$ cat config.mk
export PLATFORM = sky130hd
export DESIGN_NAME = prog_counter
export DESIGN_NICKNAME = d
export VERILOG_FILES = /design/src/rtl/prog_counter.sv
export SDC_FILE = /design/constraint.sdc
export NUM_CORES = 1
export LEC_CHECK = 0
export ABC_CLOCK_PERIOD_IN_PS = 4900
export CORE_MARGIN = 2
export CORE_UTILIZATION = 55
export DETAILED_ROUTE_END_ITERATION = 7
export HOLD_SLACK_MARGIN = 0.02
export PLACE_DENSITY = 0.83
export SETUP_SLACK_MARGIN = 0.02
export SYNTH_ARGS = -nofsm -noshare
export SYNTH_HDL_FRONTEND = slang
export SYNTH_SLANG_ARGS = --single-unit
export TNS_END_PERCENT = 10
$ cat constraint.sdc
create_clock -name clk -period 4.9 [get_ports clk]
set_input_delay 0.98 -clock clk [delete_from_list [all_inputs] [get_ports clk]]
set_output_delay 0.98 -clock clk [all_outputs]
set_load 0.01 [all_outputs]
$ cat src/rtl/prog_counter.sv
// Prescaled up/down counter with runtime load/clear and wrap, one-shot or
// saturate behaviour at the terminal value. All outputs are registered.
module prog_counter #(
    parameter int WIDTH    = 16,
    parameter int PS_WIDTH = 8
) (
    input  logic                clk,
    input  logic                reset,
    input  logic                enabled,
    input  logic                clear,
    input  logic                load,
    input  logic [WIDTH-1:0]    loadValue,
    input  logic [WIDTH-1:0]    top,
    input  logic [PS_WIDTH-1:0] prescale,
    input  logic                dir,
    input  logic [1:0]          mode,
    output logic [WIDTH-1:0]    value,
    output logic                hitTop,
    output logic                done,
    output logic                step
);

    typedef enum logic [1:0] {
        MODE_WRAP    = 2'b00,
        MODE_ONESHOT = 2'b01,
        MODE_SAT     = 2'b10,
        MODE_RSVD    = 2'b11
    } mode_e;

    logic [WIDTH-1:0]    value_q, value_d;
    logic [PS_WIDTH-1:0] ps_q, ps_d;
    logic                hit_q, hit_d;
    logic                done_q, done_d;
    logic                step_q, step_d;

    logic [WIDTH-1:0]    start_val;
    logic [WIDTH-1:0]    term_val;
    logic [WIDTH-1:0]    load_clamped;
    logic [WIDTH-1:0]    step_val;
    logic                tick;
    logic                hold_term;
    logic                holding_mode;

    always_comb begin
        start_val    = dir ? top : '0;
        term_val     = dir ? '0 : top;
        load_clamped = (loadValue > top) ? top : loadValue;
        // ">=" so that lowering prescale below the running count still fires
        tick         = (ps_q >= prescale);
        holding_mode = (mode == MODE_ONESHOT) || (mode == MODE_SAT);
        hold_term    = holding_mode && (dir ? (value_q == '0) : (value_q >= top));

        if (!dir) begin
            step_val = (value_q >= top) ? '0 : value_q + WIDTH'(1);
        end else begin
            step_val = (value_q == '0) ? top : value_q - WIDTH'(1);
        end

        value_d = value_q;
        ps_d    = ps_q;
        done_d  = done_q;
        hit_d   = 1'b0;
        step_d  = 1'b0;

        if (clear) begin
            value_d = start_val;
            ps_d    = '0;
            done_d  = 1'b0;
        end else if (load) begin
            value_d = load_clamped;
            ps_d    = '0;
            done_d  = 1'b0;
        end else if (enabled && !done_q) begin
            if (tick) begin
                ps_d = '0;
                // Steps at a held terminal are swallowed: no value change, no pulses
                if (!hold_term) begin
                    value_d = step_val;
                    step_d  = 1'b1;
                    hit_d   = (step_val == term_val);
                    if ((mode == MODE_ONESHOT) && (step_val == term_val)) begin
                        done_d = 1'b1;
                    end
                end
            end else begin
                ps_d = ps_q + PS_WIDTH'(1);
            end
        end
    end

    always_ff @(posedge clk) begin
        if (reset) begin
            value_q <= '0;
            ps_q    <= '0;
            hit_q   <= 1'b0;
            done_q  <= 1'b0;
            step_q  <= 1'b0;
        end else begin
            value_q <= value_d;
            ps_q    <= ps_d;
            hit_q   <= hit_d;
            done_q  <= done_d;
            step_q  <= step_d;
        end
    end

    assign value  = value_q;
    assign hitTop = hit_q;
    assign done   = done_q;
    assign step   = step_q;

endmodule

* Word-level counts from Yosys, hierarchy flattened
Index checks and enable logic that the tools add are counted.
Cells by class: add/sub/neg operators 3, multiply operators 0, div/mod/pow operators 0, magnitude comparators 3, eq/ne operators 4, shifts and indexed selects 0, mux-type cells 14, bitwise logic cells 3, reduce and logical (&&, ||, !) cells 13
Operators by type and width (number):
- 16-bit two-way mux | 11
- 16-bit by 1-bit adder with 16-bit output (second input constant) | 1
- 16-bit == test | 1
- 16-bit >= comparator | 1
- 16-bit > comparator | 1
- 16-bit logical NOT | 1
- 16-bit by 1-bit subtractor with 16-bit output (second input constant) | 1
- 8-bit by 1-bit adder with 8-bit output (second input constant) | 1
- 8-bit >= comparator | 1
- 8-bit two-way mux | 1
- 3-bit nonzero test | 2
- 6-bit OR reduction | 1
- 5-bit OR reduction | 1
- 4-bit AND reduction | 1
- 1-bit logical AND | 3
- 3-bit != test (second input constant) | 1
- 1-bit inverter | 3
- 3-bit AND reduction | 1
- 3-bit OR reduction | 1
- 2-bit by 1-bit == test with 1-bit output (second input constant) | 1
- 2-bit == test (second input constant) | 1
- 1-bit two-way mux | 2
- 1-bit logical NOT | 1
- 1-bit logical OR | 1
Word-level totals: flip-flop bits (word level) 27, latch bits 0, RAM bits 0, bits in read-only memories 0, input port bits 48, output and inout port bits 19, memories 0

* Longest topological paths before layout
Gate-level depths: netlist of run 1.
depth after elaboration 8, mapped depth 15

* Worst setup path after synthesis of run 1
OpenSTA, ideal clock, no wires.
path kind in2reg, from input port top[15], to register done_q, in the netlist done, arrival time 3.684 ns, data required time 4.816 ns, setup slack 1.132 ns, stages on the path 12, path buffers 1, path through inv_1 -> ha_1 -> nand4_1 -> or3_1 -> a311oi_2 -> or3_1 -> buf_2 -> mux2_2 -> or4_1 -> nor4b_2 -> nand4_1 -> o31ai_2
On the way: word-level cells in the longest chain between the ends 6
RTL lines:
- start, declared | RTL line 13 | input logic [WIDTH-1:0] top,
- 16-bit >= comparator | RTL line 51, 54
- 16-bit two-way mux | RTL line 54 | step_val = (value_q >= top) ? '0 : value_q + WIDTH'(1);
- 16-bit two-way mux | RTL line 53 | if (!dir) begin
- 16-bit == test | RTL line 81 | if ((mode == MODE_ONESHOT) && (step_val == term_val)) begin
- 1-bit logical AND | RTL line 81
- 4-bit AND reduction (no source line) (*)
- end signal, assigned | RTL line 102 | done_q <= done_d;
- end, declared | RTL line 33 | logic done_q, done_d;
Every way passes the cells marked *; elsewhere a longest branch is shown, timed or not. A chain may end at the register's enable or synchronous reset.

* Worst setup path after layout of run 1
from input port top[13], to register done_q, in the netlist done
The elaborated chain is that of the path after synthesis.

==> impl_metrics.yaml, run 1 <==
clock_tree:
  root_buffer: "clkbuf_8"
  clockBufferDepth: 2
  holdBufCountCts: 0
  numCtsBuffers: 3
  cts_setup_buffers: 0
  cts_tree: "built"
  cts_resized: 0
  cts.sinks: 27
  clk_latency_ns: 0.30
  cts.clk_slew.worst_paths_ns: 0.12
  htreeDepth: 1
power:
  switching_share_pct: 44.0
  seqPwrFrac_pct: 30.5
  p_switching_uw: 389
  vdd_ir_drop_max_v: 0.000139
  pwr-share-comb_pct: 52.3
  powerDensity_mw_per_mm2: 190
  p_int_uw: 494
  p_leak_nw: 1.89
  power.clock.fraction_pct: 17.3
yosys:
  ys_seq_elements: 27
  synthCells: 529
  post_synth.cell_area_avg_sq_um: 7.22
  synth_edf_count: 0
  synth-async-reset-ratio_pct: 0
  synth-seq-area-share_pct: 14.2
  synth_area_sq_mm: 0.00382
  synth_cell_types: 60
  synth_top_area_share_pct: 14.7
  synth_warnings: 0
  synth_area_leaders: "ha_1 (15%), dfxtp_1 (14%), nor2_1 (4.8%), a21oi_1 (3.9%), xor2_1 (3.9%)"
  synth_ff_type: "dfxtp_1"
  synth_top_area_cell: "ha_1"
  syn-num-nets: 622
route:
  via_count: 4545
  wl_per_cell_microns: 21.2
  vias_per_cell: 6.81
  wl_microns: 14200
  drtIter0Drc: 539
  firstDrtPassIters: 6
  drc: 0
  final_antenna_net_count: 0
floorplanning:
  die_w_microns: 87.3
  row_count: 30
  start_util_pct: 56.5
  die_area_sq_mm: 0.00762
  die_y_microns: 87.3
  io_pins: 67
  coreArea_sq_mm: 0.00676
finish:
  mostFrequentLayoutCells: "clkdlybuf4s50_1 (66), nor2_1 (49), ha_1 (45)"
  nNetsFinal: 681
  syn2layout_area_growth_pct: 21.8
  final_core_util_pct: 68.8
  mostFrequentLayoutCell: "clkdlybuf4s50_1"
  final_cells: 667
  drive_gt1_share_pct: 7.33
  diodes: 0
global_routing:
  grt_max_degree: 31
  grt_overflow_total: 0
  antenna_found_initial: 0
  grt_pass1_vias: 4223
  grt_pass1_wl_microns: 22100
  grt_usage_pct: 37.8
timing:
  finalCritPeriodShare_pct: 90.5
  rsz0062_at_grt: "no"
  period_needed_ns: 4.43
  max_slew_margin_pct: 38.7
  hold_ws_ns: 0.533
  fmax_ghz: 0.226
  finalSetupViolCount: 0
  finalHoldViolCount: 0
  tightest_slew_ns: 0.917
  finClkSkew_ns: 0.00443
  setup_tns_ns: 0
  drv_slew: 0
setup_path:
  worstSetupStartpointType: "input port"
  crit_fanout: 16
  end_kind: "flip-flop"
  critPathRequiredTime_ns: 5.13
  arrival_ns: 4.66
  crit_type: "in2reg"
placement:
  portBuffers: 66
  gp_congestion: 1.03
  dp_hpwl_microns: 10900
  dp.cells: 663
worst_hold_path:
  hp-class: "reg2reg"
run:
  cap_violations: 0
run_status:
  status: "complete, no violations"
## routing by layer
metal  GRT usage (%)  wire length [microns]
met1            52.5                   5610
met2            58.1                   6150
met4            15.5                    628
met3            5.78                   1780
met5               0                      0
## cells in the mapped netlist, types with 3 or more instances
master / instances
o21ai_0: 25
o31ai_1: 6
mux2_2: 5
inv_1: 38
nand3_1: 14
and4_1: 4
a211oi_1: 13
a311oi_1: 3
mux2i_1: 3
a31oi_1: 6
a21o_1: 7
nor4_1: 6
a21oi_1: 30
nand4_1: 16
nor2_1: 49
and2_1: 3
o211ai_1: 5
o221ai_1: 4
nand2_1: 35
buf_2: 16
ha_1: 45
xor2_1: 17
dfxtp_1: 27
o22ai_1: 7
or3_1: 6
nor3_1: 21
nand2b_1: 8
and3_1: 4
o21a_1: 5
xnor2_1: 16
nor2b_1: 7
or4_1: 10
a221oi_1: 10
a211o_1: 3
clkbuf_1: 19
a22oi_1: 5
## path summary, 6_finish.rpt
path | start | to | slack (ns) | depth (start not counted)
min | ps_q[7]$_SDFFE_PP0P_ | ps_q[7]$_SDFFE_PP0P_ | 0.53 | 2
max reg2reg | value[0]$_SDFFE_PP0P_ | done$_SDFFE_PP0P_ | 1.07 | 12
max | top[13] | done$_SDFFE_PP0P_ | 0.47 | 13
min reg2reg | ps_q[7]$_SDFFE_PP0P_ | ps_q[7]$_SDFFE_PP0P_ | 0.53 | 2
## power groups by stage
stage	combinational [mW]	sequential, mW	clock (mW)
after floorplan	0.290	0.253	0
after global placement	0.439	0.272	0
after detailed placement	0.445	0.272	0
after CTS	0.448	0.267	0.153
after global routing	0.496	0.271	0.158
final	0.461	0.269	0.153
## stage by stage
step | total power [mW] | setup WS, ns | instance area [sq um]
after floorplan | 0.543 | 1.13 | 3820
after CTS | 0.868 | 0.495 | 4650
after detailed placement | 0.717 | 0.187 | 4600
after global placement | 0.711 | 0.260 | 4600
final | 0.883 | 0.468 | 4650
after global routing | 0.925 | 0.331 | 4650
## area by class of cell
type                       instances  area, sq um
sequential                        27          541
clock buffer                       3         41.3
inverter                          38          143
timing repair buffer              90          841
tap                               80          100
clock inverter                     1         7.51
fill                             608         2110
multi-input combinational        428         2980
## critical path: stages
cell,delay [ns]
clkdlybuf4s50_1,0.59
inv_1,0.13
ha_1,0.34
a21oi_2,0.14
o21ai_1,0.07
or3_1,0.34
or3_1,0.42
buf_4,0.22
o211a_1,0.23
or4_1,0.54
nor4b_2,0.26
nand4_1,0.16
o31ai_2,0.23
## sequential cells by signal (all words and copies together) (netlist names)
signal and cells:
value 16, step 1, ps_q 8, hitTop 1, done 1
## cells by family (layout without fill, tap and decap cells)
family	after synthesis	count (layout)	synth area share, %
AOI/OAI and AO/OA	148	148	26.8
DFF	27	27	14.2
muxes	8	8	2.26
and+or+nand+nor	194	194	26.6
buffers and inverters	74	132	7.83
adders and majority gates	45	45	14.7
xor gates and xnor gates	33	33	7.57
Power figures use the tool's default switching activity.
==> run 2, diff against run 1 <==
--- a/config.mk
+++ b/config.mk
@@ -12,6 +12,7 @@
 export HOLD_SLACK_MARGIN = 0.02
 export PLACE_DENSITY = 0.83
 export SETUP_SLACK_MARGIN = 0.02
+export SKIP_LAST_GASP = 1
 export SYNTH_ARGS = -nofsm -noshare
 export SYNTH_HDL_FRONTEND = slang
 export SYNTH_SLANG_ARGS = --single-unit
==> results of run 2 <==
Final layout, timing and power as in run 1 (identical DEF).
==> edit (config.mk and constraints of run 2) <==
Put one more register stage on the output `step`, with the module's reset. The value now appears one clock later. The other outputs are not delayed to match.
--- a/src/rtl/prog_counter.sv
+++ b/src/rtl/prog_counter.sv
@@ -109,3 +109,9 @@
     assign done   = done_q;
-    assign step   = step_q;
+    always_ff @(posedge clk) begin
+        if (reset) begin
+            step <= '0;
+        end else begin
+            step <= step_q;
+        end
+    end
 
Check against the original RTL: not equivalent (Yosys sat finds a counterexample within 4 cycles, from zero or initial values and one cycle with reset high).
==> edit against run 2 <==
- clock power rose by 24%
- critical path type unchanged
- worst setup slack lost 79 ps
- clock skew hardly changed
- sequential power is 2% higher
- cell area increased by 0.46%
- area after synthesis is 2.7% higher
- routed wire length is 0.56% lower
- power is 2.4% higher
- sequential cell count up 1
==> edit: results <==
export IMPL_critPathArrivalTime_ps=4710
export IMPL_nets=669
export IMPL_worstHoldStart="step_q"
export IMPL_holdPathStages=1
export IMPL_relSlewSlack_pct=52.3
export IMPL_placed_area_sq_um=4600
export IMPL_min_to="step"
export IMPL_cp_max_fo=19
export IMPL_syn_nets=616
export IMPL_synth_cell_types=74
export IMPL_grt_use_total_pct=35.6
export IMPL_synth_area_leaders="ha_1 14%, dfxtp_1 14%, nor2_1 5.2%"
export IMPL_ys_top_cells_by_count="54 x nor2_1, 45 x ha_1, 45 x nand2_1"
export IMPL_grt_pass1_vias=4120
export IMPL_finalClockSkew_ps=4.87
export IMPL_peakVddDrop_mv=0.121
export IMPL_hpwl_microns=10700
export IMPL_drt_iter0_drc=535
export IMPL_finalWirelength_microns=14100
export IMPL_grt_pass1_wl_microns=21500
export IMPL_place_congestion=1.01
export IMPL_via_per_inst=6.84
export IMPL_grt_max_degree=38
export IMPL_rr_worst_depth=11
export IMPL_power_leakage_nw=1.88
export IMPL_status="completed"
export IMPL_synth_yosys_seq_area_share_pct=14.3
export IMPL_clk_pin_slew_ps=100
-- edit: layer usage --
metal	share of wire, %	GRT usage, %	vias to the layer above	wire length (microns)
li1	-	-	2051	-
met1	38	46.3	2074	5400
met2	45	58.7	381	6310
met3	12	5.50	81	1660
met4	5.2	14.7	0	727
met5	0	0	-	0
-- edit: per-stage QoR --
step	hold WS (ps)	instances	util (%)	total power (W)	setup WS (ps)
finish	458	671	68.4	0.000904	389
CTS	461	671	68.4	0.000888	495
global placement	428	667	67.3	0.000693	319
global route	476	671	68.4	0.000944	189
floorplan	414	523	-	0.000552	1520
detailed placement	435	667	67.3	0.000699	240
-- edit: worst max-delay path by stage --
stage                      start        end  depth (start not counted)
after global placement    top[7]  value[11]                         12
final                     top[7]  value[11]                         12
after detailed placement  top[7]  value[11]                         12
after global routing      top[7]     hitTop                         12
after CTS                 top[7]  value[11]                         12
after floorplan           top[9]  value[10]                         12
-- edit: final cells by class --
type / count / area, sq um / share of cell area (%)
inverter: 32 / 120 / 2.57
multi-input combinational: 432 / 3040 / 65.1
clock inverter: 1 / 30.0 / 0.643
tap: 96 / 120 / 2.57
clock buffer: 3 / 41.3 / 0.884
sequential: 28 / 561 / 12.0
timing repair buffer: 79 / 758 / 16.2
-- edit: power breakdown --
group          internal (W)  switching (W)
Combinational      0.000192       0.000248
Sequential         0.000238      0.0000364
Clock              0.000110      0.0000805
Total              0.000539       0.000365
-- edit: cells by family after synthesis --
family	Yosys count	synth area share [%]
fa+ha+maj	45	14.4
flops	28	14.3
mux	7	1.95
xor+xnor	35	7.82
buf+inv	63	8.14
simple gates	212	27.7
compound gates	133	25.7
-- edit: critical path, stage by stage --
cell and delay [ps]:
clkdlybuf4s50_1 640, inv_1 190, ha_1 350, a21oi_1 140, o21ai_0 170, a22oi_1 480
nand2_2 400, a21o_1 370, nand2_1 420, buf_4 270, nor2_1 50, a311oi_1 250
